File: src/rtl/jzjpcc_pkg.sv
// Shared core types: default datapath/regfile sizes and the register-address
// and word types used by the decode and writeback stages.
package jzjpcc_pkg;

  localparam int unsigned XLEN     = 32;
  localparam int unsigned NUM_REGS = 32;

  typedef logic [$clog2(NUM_REGS)-1:0] regAddr_t;
  typedef logic [XLEN-1:0]             word_t;

endpackage

File: src/rtl/jzjpcc_scoreboard.sv
// Pending-write scoreboard: decode reserves a destination, writeback releases
// it. Reports per-port busy flags and a registered count of pending registers.
module jzjpcc_scoreboard #(
  parameter int unsigned NUM_REGS = jzjpcc_pkg::NUM_REGS,
  parameter int unsigned NUM_READ = 2,
  localparam int unsigned AW = $clog2(NUM_REGS),
  localparam int unsigned CW = $clog2(NUM_REGS + 1)
) (
  input  logic                     clock,
  input  logic                     reset,
  input  logic [NUM_READ*AW-1:0]   rsAddr,
  input  logic [AW-1:0]            rdAddr,
  input  logic                     rdWriteEn,
  input  logic [AW-1:0]            reserveAddr,
  input  logic                     reserveEn,
  input  logic                     flush,
  output logic [NUM_READ-1:0]      rsBusy,
  output logic [CW-1:0]            pendingCount
);

  logic [NUM_REGS-1:0] pend_q;
  logic [NUM_REGS-1:0] pend_d;
  logic [CW-1:0]       count_q;
  logic [CW-1:0]       count_d;

  // Release first, then reserve, so a younger producer keeps the register.
  always_comb begin
    pend_d  = pend_q;
    count_d = '0;
    if (flush) begin
      pend_d = '0;
    end else begin
      if (rdWriteEn) pend_d[rdAddr] = 1'b0;
      if (reserveEn) pend_d[reserveAddr] = 1'b1;
    end
    pend_d[0] = 1'b0;
    for (int n = 0; n < NUM_REGS; n++) begin
      count_d = count_d + CW'(pend_d[n]);
    end
  end

  always_ff @(posedge clock or posedge reset) begin
    if (reset) begin
      pend_q  <= '0;
      count_q <= '0;
    end else begin
      pend_q  <= pend_d;
      count_q <= count_d;
    end
  end

  assign pendingCount = count_q;

  // A same-cycle writeback to the read register is resolved by the bypass.
  for (genvar i = 0; i < NUM_READ; i++) begin : g_busy
    logic [AW-1:0] addr;
    assign addr      = rsAddr[i*AW +: AW];
    assign rsBusy[i] = pend_q[addr] & ~(rdWriteEn & (rdAddr == addr));
  end

endmodule

File: src/rtl/jzjpcc_regfile_sb.sv
// Parametrised integer register file with write-to-read bypass, hardwired
// zero register and a pending-write scoreboard for RAW hazard stalls.
module jzjpcc_regfile_sb #(
  parameter int unsigned XLEN     = jzjpcc_pkg::XLEN,
  parameter int unsigned NUM_REGS = jzjpcc_pkg::NUM_REGS,
  parameter int unsigned NUM_READ = 2,
  localparam int unsigned AW = $clog2(NUM_REGS),
  localparam int unsigned CW = $clog2(NUM_REGS + 1)
) (
  input  logic                     clock,
  input  logic                     reset,
  input  logic [NUM_READ*AW-1:0]   rsAddr,
  input  logic [NUM_READ-1:0]      rsUsed,
  output logic [NUM_READ*XLEN-1:0] rs,
  output logic [NUM_READ-1:0]      rsBusy,
  output logic                     stall,
  input  logic [AW-1:0]            rdAddr,
  input  logic [XLEN-1:0]          rd,
  input  logic                     rdWriteEn,
  input  logic [AW-1:0]            reserveAddr,
  input  logic                     reserveEn,
  input  logic                     flush,
  output logic [CW-1:0]            pendingCount
);

  logic [XLEN-1:0] mem [NUM_REGS];
  logic            wr_ok;

  assign wr_ok = rdWriteEn & (rdAddr != '0);

  // Entry 0 is never written and stays at its reset value of zero.
  always_ff @(posedge clock or posedge reset) begin
    if (reset) begin
      for (int n = 0; n < NUM_REGS; n++) begin
        mem[n] <= '0;
      end
    end else if (wr_ok) begin
      mem[rdAddr] <= rd;
    end
  end

  // Bypass is suppressed during reset so every port reads zero.
  for (genvar i = 0; i < NUM_READ; i++) begin : g_read
    logic [AW-1:0] addr;
    assign addr = rsAddr[i*AW +: AW];
    always_comb begin
      rs[i*XLEN +: XLEN] = mem[addr];
      if (addr == '0) begin
        rs[i*XLEN +: XLEN] = '0;
      end else if (rdWriteEn && !reset && (rdAddr == addr)) begin
        rs[i*XLEN +: XLEN] = rd;
      end
    end
  end

  jzjpcc_scoreboard #(
    .NUM_REGS (NUM_REGS),
    .NUM_READ (NUM_READ)
  ) u_scoreboard (
    .clock        (clock),
    .reset        (reset),
    .rsAddr       (rsAddr),
    .rdAddr       (rdAddr),
    .rdWriteEn    (rdWriteEn),
    .reserveAddr  (reserveAddr),
    .reserveEn    (reserveEn),
    .flush        (flush),
    .rsBusy       (rsBusy),
    .pendingCount (pendingCount)
  );

  assign stall = |(rsBusy & rsUsed);

endmodule
File: config.mk
export PLATFORM = sky130hd
export DESIGN_NAME = jzjpcc_regfile_sb
export DESIGN_NICKNAME = d
export VERILOG_FILES = /design/src/rtl/jzjpcc_pkg.sv /design/src/rtl/jzjpcc_scoreboard.sv /design/src/rtl/jzjpcc_regfile_sb.sv
export SDC_FILE = /design/constraint.sdc
export NUM_CORES = 2
export LEC_CHECK = 0
export ABC_AREA = 1
export BUFFER_PORTS_ARGS = -buffer_cell sky130_fd_sc_hd__buf_2
export CAP_MARGIN = 20
export CORE_ASPECT_RATIO = 0.6
export CORE_MARGIN = 3
export CORE_UTILIZATION = 48
export CTS_CLUSTER_SIZE = 12
export DETAILED_ROUTE_END_ITERATION = 8
export SYNTH_ARGS = -nofsm -noshare
export SYNTH_HDL_FRONTEND = slang
export SYNTH_SLANG_ARGS = --single-unit
File: constraint.sdc
create_clock -name clock -period 122.1 [get_ports clock]
set_input_delay 12.21 -clock clock [delete_from_list [all_inputs] [get_ports clock]]
set_output_delay 12.21 -clock clock [all_outputs]
set_load 0.01 [all_outputs]
## Yosys cells after proc, flatten, opt, wreduce, memory -nomap -nowiden

Index checks and enable logic that the tools add are counted.

- Bits in registers: 1061
- Logic and storage cells: 126
- ROM bits: 0
- Bits of input ports: 59
- Bits in latches: 0
- Memories kept: 0
- Memory bits (writable): 0
- Output and inout port bits: 73

- Equality and inequality tests: 2
- Magnitude comparators: 10
- Divide/modulo/power cells: 0
- Muxes and demuxes: 25
- Bitwise operators: 14
- Add/sub/neg operators: 30
- Shift-type cells: 0
- Multiply operators: 0
- Reductions and logical operators: 11

Operators by type and width:

| operator | count |
|---|---|
| bitwise mux 1024 bit | 1 |
| 2-to-1 mux 32 bit | 13 |
| binary-select mux 32 bit (select 5 bit) | 2 |
| adder 6 x 1 -> 6 bit | 29 |
| demux 32 bit (select 5 bit) | 1 |
| AND 32 bit | 1 |
| NOT 32 bit | 1 |
| bitwise OR 32 bit | 1 |
| < comparator 5 x 6 -> 1 bit, second input constant | 4 |
| >= comparator 6 bit, second input constant | 3 |
| NOT 5 -> 6 bit | 3 |
| binary-select mux 1 bit (select 5 bit) | 2 |
| demux 1 bit (select 5 bit) | 2 |
| equality test 5 bit | 2 |
| >= comparator 5 x 1 -> 1 bit, second input constant | 2 |
| zero test 5 bit | 2 |
| logical AND 1 bit | 6 |
| < comparator 6 x 1 -> 1 bit, second input constant | 1 |
| AND 1 bit | 5 |
| nonzero test 5 bit | 1 |
| 2-to-1 mux 1 bit | 4 |
| adder 1 x 1 -> 2 bit | 1 |
| AND 2 bit | 1 |
| NOT 1 bit | 2 |
| other kinds (2) | 2 |

## Longest topological paths before layout

- Depth in word-level cells: 41
- Gate-level depth with buffers: 27
- Gate-level depth less buffers: 26

## Modules after synthesis

From an unflattened synthesis, not the netlist that was laid out.

- Cell total of the unflattened synthesis: 9312
- Area total of the unflattened synthesis: 62841.5 sq um

Modules (own cells, without submodules):

| module | instances | area each (sq um) | cells each |
|---|---|---|---|
| jzjpcc_regfile_sb | 1 | 59549.6 | 8865 |
| jzjpcc_scoreboard | 1 | 3291.9 | 447 |

## Least setup slack after synthesis

No wires, ideal clock.

- Path type: input -> output
- Start point: input reset
- End point: output rs[20]
- Cell stages on the path: 6
- Data required time: 109.890 ns
- Path slack: 65.364 ns
- Arrival: 44.526 ns
- Cells stage by stage: inv_1 > clkbuf_1 > buf_1 > nand3_1 > nand2_1 > a21oi_1

- Cells in the longest elaborated chain, start to end: 5

RTL lines:

| what | line | source |
|---|---|---|
| start: declaration | jzjpcc_regfile_sb.sv:11 | `input logic reset,` |
| zero test 1 bit (no source line) | -- |  |
| logical AND 1 bit (2 in series) | jzjpcc_regfile_sb.sv:50 | `end else if (rdWriteEn && !reset && (rdAddr == addr)) begin` |
| 2-to-1 mux 32 bit | jzjpcc_regfile_sb.sv:50 |  |
| 2-to-1 mux 32 bit | jzjpcc_regfile_sb.sv:48 | `if (addr == '0) begin` |
| end: declaration | jzjpcc_regfile_sb.sv:14 | `output logic [NUM_READ*XLEN-1:0] rs,` |

Every way passes these cells.

## Worst setup path in the final report

- Start point: input rsAddr[1]
- End point: output rs[28]

- Cells in the longest elaborated chain, start to end: 6
- Elaborated cells on any way between the ends: 9
- Those cells by class: 1 x eq/ne; 5 x mux; 1 x bitwise; 2 x reduce/logical

RTL lines:

| what | line | source |
|---|---|---|
| start: declaration | jzjpcc_regfile_sb.sv:12 | `input logic [NUM_READ*AW-1:0] rsAddr,` |
| NOT 5 -> 6 bit (not written as such) | jzjpcc_regfile_sb.sv:47 | `rs[i*XLEN +: XLEN] = mem[addr];` |
| binary-select mux 32 bit (select 5 bit) | jzjpcc_regfile_sb.sv:47 |  |
| 2-to-1 mux 32 bit (not written as such) (2 in series) | jzjpcc_regfile_sb.sv:47 |  |
| 2-to-1 mux 32 bit | jzjpcc_regfile_sb.sv:50 |  |
| 2-to-1 mux 32 bit (*) | jzjpcc_regfile_sb.sv:48 |  |

Every way passes the cells marked *; elsewhere a longest branch is shown, timed or not. The select of a mux whose other input is x is not followed.

==> impl_metrics.toml <==
[outcome]
outcome = "completed"

[pwr]
p_switching_w = 0.0003470
seq_power_share_pct = 43.5
p_int_w = 0.0006936
combPwrFrac_pct = 22.8
clockPowerShare_pct = 33.6
p_per_area_mw_per_mm2 = 15.56
swShare_pct = 33.35
p_leak_nw = 32.12
max-vdd-ir-drop_uv = 13.80

[worst_setup_path]
critPathMaxFanout = 99
crit_type = "input pin to output port"
crit_arrival_ps = 16760
end_kind = "output port"
critical_path.max_stage_delay_ps = 790
critical_path.startpoint_type = "input pin"
worstPathRequired_ps = 109890
path_delay_family = "buffers and inverters"
critPathBufInv = 5
critPathSlowestCell = "buf_4"
crit_chain = "buf_8 -> buf_4 -> buf_4 -> buf_4 -> o211ai_1 -> nand3_1 -> nand3_1 -> nand3_1 -> nand2_1 -> a21oi_1 -> buf_2"

[synthesis]
synth_cell_types = 33
synth_ff_type = "dfrtp_1"
yosysWarnings = 0
yosys.area.top_type = "dfrtp_1"
syn_area_mm2 = 0.06257
synth_edf_count = 0
syn_area_per_cell_um2 = 6.900
synthesis.instances = 9069
ys_seq_elements = 1061
synthTopCellsByArea = "dfrtp_1, nand2_1, nand3_1"
synth.top_cell.area_share_pct = 42.43
synth_nets = 9160
postSynth.asyncResetShare_pct = 100.0
ys_seq_area_share_pct = 42.43

[placement]
postPlaceCellArea_mm2 = 0.06325
dp_hpwl_um = 143000
place.port_buffers = 131
place.gp.congestion = 0.9029
preCtsSetupSlack_ps = 93370

[floorplan]
die_w_um = 472.1
dieArea_mm2 = 0.1349
row_count = 101
ios = 132
start_util_pct = 48.93
core-area_mm2 = 0.1279
die_h_um = 285.7

[layout]
ff_latch_area_mm2 = 0.02655
finalNetCount = 8733
layout-drive-gt1-share_pct = 6.295
area_growth_pct = 6.893
final_cell_mix = "nand2_1, nand3_1, o21ai_0"
multi_input_area_mm2 = 0.02919
fin_area_mm2 = 0.06689
final_common_cell = "nand2_1"
nFillCells = 12564

[route]
num_vias = 62811
drtAntennaViolNets = 0
drt_iter0_drc = 9808
routed_via_density = 6.023
drt_wl_total_um = 260900
drt-pass1-iter-count = 7
routedWlPerCell_um = 25.02
drc = 0

[sta]
hold_violations = 0
slew_viol_final = 0
finalWorstSetupSlack_ps = 93130
relSlewSlack_pct = 23.27
tightest_slew_ps = 1151
setup_viol = 0
tns_ps = 0
timing.fmax_mhz = 34.52
fin_crit_ps = 28970
rsz0062_at_grt = "no"
skew_ps = 8.607
min_period_over_period_pct = 23.73

[clock_tree]
cts_setup_buffers = 0
cts_buffers = 109
clockBufferDepth = 3
ctsHoldBuffers = 0
cts_root_buf = "clkbuf_16"
htreeDepth = 3
clkTransAtPathRegs_ps = 60
clk_latency_ps = 750
post_cts_resized = 0
cts_tree = "built"
cts_sinks = 1061

[grt]
grt_overflow_total = 0
antenna_found_initial = 13
globalRouteTotalUtil_pct = 38.06
grt_max_degree = 201
grt_first_pass_wirelength_um = 386600
grt_pass1_vias = 57086

[worst_hold_path]
min_path_type = "register to register"

[flow_run]
maxCapViolCount = 0
worst paths after layout:
| kind | cells after the start | start | slack (ps) | to |
|---|---|---|---|---|
| max in group asynchronous | 6 | reset | 106920 | mem[769] |
| max | 11 | rsAddr[1] | 93130 | rs[28] |
| min reg2reg | 0 | mem[1008] | 380 | mem[1008] |
| min | 0 | mem[1008] | 380 | mem[1008] |
| max reg2reg | 16 | u_scoreboard.pend_q[1] | 117030 | u_scoreboard.pendingCount[4] |
| min in group asynchronous | 2 | reset | 11600 | mem[651] |
per-layer routing:
layer	global-route usage, %	share of wire (%)	up-vias
met4	15.18	4.6	4
met2	53.20	40	4453
met5	0	0.016	-
li1	-	-	28297
met1	56.89	42	29439
met3	8.147	13	618
through the flow:
step                total power [W]  cells  hold WS (ps)  utilization (%)
floorplan                 0.0006257   9069         429.0                -
global placement          0.0006832  10228         365.1            49.45
detailed placement        0.0006901  10228         365.6            49.45
CTS                        0.001038  10418         378.8            52.26
global route               0.001097  10424         389.3            52.29
finish                     0.001041  10429         377.4            52.30
power by group through the flow:
stage                     registers (W)  logic [W]  clock network, W
after CTS                      0.000452   0.000233          0.000353
after detailed placement       0.000458   0.000232                 0
final                          0.000453   0.000238          0.000350
after global routing           0.000461   0.000269          0.000367
after global placement         0.000456   0.000227                 0
after floorplan                0.000454   0.000172                 0
cells in the mapped netlist, types with 24 or more instances:
cell	instances
a21oi_1	146
buf_1	91
buf_2	311
clkbuf_1	377
dfrtp_1	1061
inv_1	935
inv_2	24
nand2_1	2854
nand3_1	1335
nor2_1	253
o211ai_1	363
o21ai_0	1110
o21ai_1	37
or2_2	61
area by class of cell:
class	count	area share [%]
tap	1699	3.178
antenna	9	0.03367
clock buffer	171	4.955
multi-input combinational	6258	43.65
timing repair buffer	252	2.630
inverter	960	5.459
sequential	1061	39.70
clock inverter	19	0.4003
state kept, by name (all words and copies together), names as in the netlist:
name / flops
u_scoreboard.pendingCount: 6
u_scoreboard.pend_q: 31
mem: 1024
kinds of logic after synthesis:
logic type / share of synthesized area (%)
buf+inv: 11.19
simple gates: 30.56
compound gates: 14.77
fa+ha+maj: 0.9158
flops: 42.43
xor+xnor: 0.1260
Power figures use the tool's default switching activity.
